## config.mk

```make
export PLATFORM = sky130hd
export DESIGN_NAME = clic_preempt_ctrl
export DESIGN_NICKNAME = d
export VERILOG_FILES = /design/src/rtl/clic_pkg.sv /design/src/rtl/clic_prio_stack.sv /design/src/rtl/clic_preempt_ctrl.sv
export SDC_FILE = /design/constraint.sdc
export NUM_CORES = 1
export LEC_CHECK = 0
export ABC_AREA = 1
export BUFFER_PORTS_ARGS = -buffer_cell sky130_fd_sc_hd__buf_2
export CAP_MARGIN = 20
export CORE_MARGIN = 1.5
export CORE_UTILIZATION = 56
export DETAILED_ROUTE_END_ITERATION = 12
export PLACE_DENSITY_LB_ADDON = 0.25
export SLEW_MARGIN = 20
export SYNTH_ARGS = -nofsm -noshare
export SYNTH_HDL_FRONTEND = slang
export SYNTH_HIERARCHICAL = 1
export SYNTH_SLANG_ARGS = --single-unit
export TNS_END_PERCENT = 5
```

## constraint.sdc

```tcl
create_clock -name clk -period 2.4 [get_ports clk]
set_clock_uncertainty 0.05 [all_clocks]
set_input_delay 0.12 -clock clk [delete_from_list [all_inputs] [get_ports clk]]
set_output_delay 0.12 -clock clk [all_outputs]
set_load 0.02 [all_outputs]
```

## src/rtl/clic_pkg.sv

```systemverilog
// clic_pkg: shared types and constants for the CLIC preemption controller.
//   prio_t / index_t : default-width priority level and source index
//   state_t          : offer FSM state (IDLE, OFFER)
//   PRIO_BASE        : thread (base) level, never taken as an interrupt
//   prio_max()       : larger of two priority levels
package clic_pkg;

  localparam int unsigned PRIO_BITS_DEFAULT  = 3;
  localparam int unsigned INDEX_BITS_DEFAULT = 2;

  typedef logic [PRIO_BITS_DEFAULT-1:0]  prio_t;
  typedef logic [INDEX_BITS_DEFAULT-1:0] index_t;

  typedef enum logic {
    IDLE  = 1'b0,
    OFFER = 1'b1
  } state_t;

  localparam int unsigned PRIO_BASE = 0;

  function automatic int unsigned prio_max(input int unsigned a, input int unsigned b);
    return (a > b) ? a : b;
  endfunction

endpackage

```

## src/rtl/clic_prio_stack.sv

```systemverilog
// clic_prio_stack: DEPTH-entry LIFO of interrupted priority levels.
//   clk, rst_n : clock, asynchronous active-low reset
//   push, pop  : push din / pop top; both together replaces the top entry
//   din        : value to push
//   top        : current top entry ('0 when empty)
//   count      : number of valid entries
//   full/empty : count == DEPTH / count == 0
module clic_prio_stack
  import clic_pkg::*;
#(
  parameter int unsigned DEPTH = 4,
  parameter int unsigned WIDTH = 3,
  localparam int unsigned CW   = $clog2(DEPTH + 1)
) (
  input  logic             clk,
  input  logic             rst_n,
  input  logic             push,
  input  logic             pop,
  input  logic [WIDTH-1:0] din,
  output logic [WIDTH-1:0] top,
  output logic [CW-1:0]    count,
  output logic             full,
  output logic             empty
);

  logic [WIDTH-1:0] mem_q [DEPTH];
  logic [WIDTH-1:0] mem_d [DEPTH];
  logic [CW-1:0]    count_q, count_d;

  assign count = count_q;
  assign full  = (count_q == CW'(DEPTH));
  assign empty = (count_q == '0);

  // Entries are addressed by comparing against the count so no index
  // narrower/wider than the array ever reaches the memory.
  always_comb begin
    top = '0;
    for (int unsigned i = 0; i < DEPTH; i++) begin
      if (CW'(i + 1) == count_q) top = mem_q[i];
    end
  end

  always_comb begin
    mem_d   = mem_q;
    count_d = count_q;
    if (push && pop && !empty) begin
      for (int unsigned i = 0; i < DEPTH; i++) begin
        if (CW'(i + 1) == count_q) mem_d[i] = din;
      end
    end else if (push && !full) begin
      for (int unsigned i = 0; i < DEPTH; i++) begin
        if (CW'(i) == count_q) mem_d[i] = din;
      end
      count_d = count_q + CW'(1);
    end else if (pop && !empty) begin
      count_d = count_q - CW'(1);
    end
  end

  always_ff @(posedge clk or negedge rst_n) begin
    if (!rst_n) begin
      count_q <= '0;
      for (int unsigned i = 0; i < DEPTH; i++) mem_q[i] <= '0;
    end else begin
      count_q <= count_d;
      mem_q   <= mem_d;
    end
  end

endmodule

```

## src/rtl/clic_preempt_ctrl.sv

```systemverilog
// clic_preempt_ctrl: preemption control downstream of the CLIC arbiter.
// Compares the arbiter winner against the running handler's priority,
// offers preempting interrupts to the core over valid/ready, and keeps a
// LIFO of interrupted levels so nested returns restore the right level.
//   clk, rst_n            : clock, asynchronous active-low reset
//   req_valid/index/prio  : arbiter winner
//   irq_valid/index/prio  : offer to core (held while irq_valid)
//   irq_ready             : core accepts the offer (handler entry)
//   ret_valid             : core returns from a handler (1-cycle pulse)
//   cur_prio              : priority of running context
//   depth                 : current nesting level
//   underflow             : sticky, return seen with depth == 0
// Optional: `define CLIC_THRESHOLD_EN adds input th_prio; offer then needs
//   req_prio > max(cur_prio, th_prio). th_prio is never stacked.
module clic_preempt_ctrl
  import clic_pkg::*;
#(
  parameter int unsigned PRIO_BITS  = 3,
  parameter int unsigned INDEX_BITS = 2,
  parameter int unsigned DEPTH      = 4
) (
  input  logic                         clk,
  input  logic                         rst_n,
  input  logic                         req_valid,
  input  logic [INDEX_BITS-1:0]        req_index,
  input  logic [PRIO_BITS-1:0]         req_prio,
`ifdef CLIC_THRESHOLD_EN
  input  logic [PRIO_BITS-1:0]         th_prio,
`endif
  output logic                         irq_valid,
  output logic [INDEX_BITS-1:0]        irq_index,
  output logic [PRIO_BITS-1:0]         irq_prio,
  input  logic                         irq_ready,
  input  logic                         ret_valid,
  output logic [PRIO_BITS-1:0]         cur_prio,
  output logic [$clog2(DEPTH+1)-1:0]   depth,
  output logic                         underflow
);

  localparam int unsigned CW = $clog2(DEPTH + 1);

  state_t                  state_q, state_d;
  logic [INDEX_BITS-1:0]   irq_index_q, irq_index_d;
  logic [PRIO_BITS-1:0]    irq_prio_q, irq_prio_d;
  logic [PRIO_BITS-1:0]    cur_prio_q, cur_prio_d;
  logic                    underflow_q, underflow_d;

  logic                    stk_push, stk_pop;
  logic [PRIO_BITS-1:0]    stk_top;
  logic [CW-1:0]           stk_count;
  logic                    stk_full, stk_empty;

  logic [PRIO_BITS-1:0]    gate_prio;
  logic                    offer_ok;
  logic                    accept;

`ifdef CLIC_THRESHOLD_EN
  assign gate_prio = PRIO_BITS'(prio_max(int'(cur_prio_q), int'(th_prio)));
`else
  assign gate_prio = cur_prio_q;
`endif

  assign offer_ok = req_valid && (req_prio > gate_prio) && !stk_full;
  assign accept   = (state_q == OFFER) && irq_ready;

  // Tail chain (accept + return together): the push of the current level
  // and the pop cancel, so the stack is left alone and only cur_prio moves.
  assign stk_push = accept && !ret_valid;
  assign stk_pop  = ret_valid && !accept && !stk_empty;

  clic_prio_stack #(
    .DEPTH (DEPTH),
    .WIDTH (PRIO_BITS)
  ) u_stack (
    .clk   (clk),
    .rst_n (rst_n),
    .push  (stk_push),
    .pop   (stk_pop),
    .din   (cur_prio_q),
    .top   (stk_top),
    .count (stk_count),
    .full  (stk_full),
    .empty (stk_empty)
  );

  always_comb begin
    state_d     = state_q;
    irq_index_d = irq_index_q;
    irq_prio_d  = irq_prio_q;
    cur_prio_d  = cur_prio_q;
    // A return at base level is always an error, even alongside an accept.
    underflow_d = underflow_q | (ret_valid & stk_empty);

    unique case (state_q)
      IDLE: begin
        if (offer_ok) begin
          state_d     = OFFER;
          irq_index_d = req_index;
          irq_prio_d  = req_prio;
        end
      end
      OFFER: begin
        if (irq_ready) state_d = IDLE;
      end
      default: state_d = IDLE;
    endcase

    if (accept)       cur_prio_d = irq_prio_q;
    else if (stk_pop) cur_prio_d = stk_top;
  end

  always_ff @(posedge clk or negedge rst_n) begin
    if (!rst_n) begin
      state_q     <= IDLE;
      irq_index_q <= '0;
      irq_prio_q  <= '0;
      cur_prio_q  <= PRIO_BITS'(PRIO_BASE);
      underflow_q <= 1'b0;
    end else begin
      state_q     <= state_d;
      irq_index_q <= irq_index_d;
      irq_prio_q  <= irq_prio_d;
      cur_prio_q  <= cur_prio_d;
      underflow_q <= underflow_d;
    end
  end

  assign irq_valid = (state_q == OFFER);
  assign irq_index = irq_index_q;
  assign irq_prio  = irq_prio_q;
  assign cur_prio  = cur_prio_q;
  assign depth     = stk_count;
  assign underflow = underflow_q;

endmodule
```

==> impl_metrics.csv <==
group,metric,value,unit
floorplanning,num_rows,18,
clock_tree,clock-sinks,25,
drt,wl,3400,um
worst_setup_path,worst_ep_arrival_time,2250,ps
cells_and_area,areaGrowthSynthToFinish,16.0,%
synth,synth_area_leader_cell,"dfrtp_1",
clock_tree,htree_levels,1,
drt,route.met3.wl,99,um
timing,fin_crit_sh,0.859,
floorplanning,start_util,0.603,
place,port_buffers,22,
floorplanning,dieArea,3040,um2
timing,fmax,485,MHz
power_and_ir_drop,p_per_area,1040,nW/um2
outcome,status,"finished clean",
clock_tree,hold_buffers,8,
clock_tree,clock-root-buffer,"clkbuf_4",
timing,setup_viol,0,
clock_tree,cts_setup_buffers,0,
synth,netlist_instances,205,
worst_setup_path,critPathMaxFanout,6,
clock_tree,ctsResizeCount,0,
timing,worst_pin_slew,559,ps
grt,first_global_vias,1361,
worst_hold_path,hold_class,"in -> reg",
place,gp_congestion,0.807,
drt,drtIter0Drc,41,
place,place_hpwl,2560,um
grt,grt_pass1_wl,5660,um
cells_and_area,fillers,214,
synth,syn_avg_cell_area,7.42,um2
flow_run,drv_cap,0,
cells_and_area,instances_no_fill,268,
timing,finalCriticalPeriod,2060,ps
synth,synth_fp_nets,224,
clock_tree,max-clock-path-buffers,2,
drt,met1Wirelength,1570,um
grt,gr-total-overflow,0,
worst_setup_path,critPathKind,"reg -> reg",
drt,vias_per_cell,5.31,
timing,hold_ws,132,ps
worst_setup_path,max_stage_delay,430,ps
clock_tree,cts_buffers,3,
grt,antenna_found_initial,0,
place,place_area,1660,um2
drt,routedWlPerCell,12.7,um
power_and_ir_drop,p_leak,1.03,nW
drt,top_layer_used,"met4",
grt,track_usage,0.263,
drt,post-route-drc-count,0,
timing,drv_slew,0,
floorplanning,dieWidth,55.1,um
timing,rsz0062_at_grt,"false",
grt,grt_max_degree,26,
worst_setup_path,path_cells,"inv_1 > ha_1 > nand2_4 > inv_1 > nor2_1 > nand2_1 > inv_1 > nand2_2 > nand2_2 > nand3_2 > nand2_1 > nand2_1",
timing,finalHoldViolations,0,
clock_tree,cts_tree,"yes",
drt,vias,1422,
drt,wl_met2,1680,um
place,place_inst,256,
clock_tree,insertion_delay,330,ps
timing,maxSlewHeadroom,0.628,
worst_setup_path,cpMaxStageDelayCell,"dfrtp_1",
clock_tree,clkTransAtPathRegs,140,ps
floorplanning,die_y,55.1,um
cells_and_area,layout_common_cells,"79 x nand2_1, 27 x nand3_1, 25 x dfrtp_1",
cells_and_area,register_area,626,um2
worst_setup_path,required,2590,ps
cells_and_area,fin_nets,258,
synth,yosysTopAreaCellShare,0.411,
drt,drt_first_pass_iters,4,
synth,synth_warnings,6,
worst_setup_path,start_kind,"flop",
drt,ant_nets,0,
worst_setup_path,crit_path_end_kind,"flop",
cells_and_area,final_layout_size_suffix_gt1_frac,0.164,
cells_and_area,mostFrequentLayoutCell,"nand2_1",
cells_and_area,design_area,1770,um2
floorplanning,core_area,2520,um2
synth,ys_seq_area_frac,0.411,
power_and_ir_drop,peakVddDrop,0.992,mV
synth,post_synth_num_cell_types,18,
floorplanning,pin_count,23,
power_and_ir_drop,power,1.84,mW
cells_and_area,multi_input_area,806,um2
timing,finalSetupTns,0,ps
synth,syn_area,1520,um2
synth,ys_ff_latch,25,
cells_and_area,antenna_cells,0,
synth,synth.top_cells.by_area,"dfrtp_1 41%, nand2_1 19%, nand3_1 8.9%, ha_1 7.4%, inv_1 4.9%",
==> metal layers <==
layer | global-route usage | vias up
met2 | 0.468 | 28
met4 | 0.106 | 0
met3 | 0.0403 | 5
met5 | 0 | -
li1 | - | 725
met1 | 0.316 | 664
==> critical path, delay by kind of cell (launching register included) <==
| family | cells | cell delay (ps) |
|---|---|---|
| fa+ha+maj | 1 | 270 |
| flops | 1 | 430 |
| simple gates | 8 | 840 |
| buf+inv | 3 | 370 |
==> area by class of cell <==
| cell class | count | share of cell area |
|---|---|---|
| timing repair buffer | 30 | 0.108 |
| clock buffer | 3 | 0.0128 |
| multi-input combinational | 158 | 0.456 |
| sequential | 25 | 0.354 |
| tap | 30 | 0.0213 |
| clock inverter | 1 | 0.00283 |
| inverter | 21 | 0.0446 |
==> where the power goes <==
part           switching (mW)  total (mW)  internal, mW
registers               0.134       0.692         0.558
logic                   0.635       0.956         0.321
clock network           0.130       0.193        0.0627
==> state kept, by name, summed over array words and instances, names as in the netlist <==
name,count
cur_prio,3
underflow,1
irq_valid,1
u_stack/count,3
u_stack/mem_q,12
irq_prio,3
irq_index,2
==> worst paths after layout <==
check | from | slack (ps) | to | cells after the start
min | req_valid | 130 | irq_prio[2] | 5
min in group asynchronous | rst_n | 240 | u_stack/count[1] | 2
max reg2reg | u_stack/count[0] | 340 | u_stack/mem_q[0] | 12
max | u_stack/count[0] | 340 | u_stack/mem_q[0] | 12
max in group asynchronous | rst_n | 1690 | u_stack/mem_q[1] | 2
min reg2reg | underflow | 440 | underflow | 1
==> stage by stage <==
stage / worst slack, ps / util
2_1_floorplan: 427 / -
3_3_place_gp: 451 / 0.657
3_5_place_dp: 374 / 0.657
4_1_cts: 359 / 0.700
5_1_grt: 142 / 0.700
6_report: 338 / 0.700
==> cells in the mapped netlist (all sizes together) <==
| library cell | instances |
|---|---|
| dfrtp | 25 |
| ha | 9 |
| nand3 | 28 |
| inv | 21 |
| nand4 | 9 |
| a21o | 1 |
| xor2 | 1 |
| buf | 1 |
| nor2 | 15 |
| nand2 | 88 |
| o21ai | 6 |
| a21oi | 1 |
==> kinds of logic (layout without fill, tap and decap cells) <==
group	Yosys count	in the layout	share of synthesized area
simple gates	140	140	0.419
xor+xnor	1	1	0.00576
buf+inv	22	55	0.0592
fa+ha+maj	9	9	0.0740
flops	25	25	0.411
compound gates	8	8	0.0304
No activity file was read; power rests on OpenSTA's default activity.
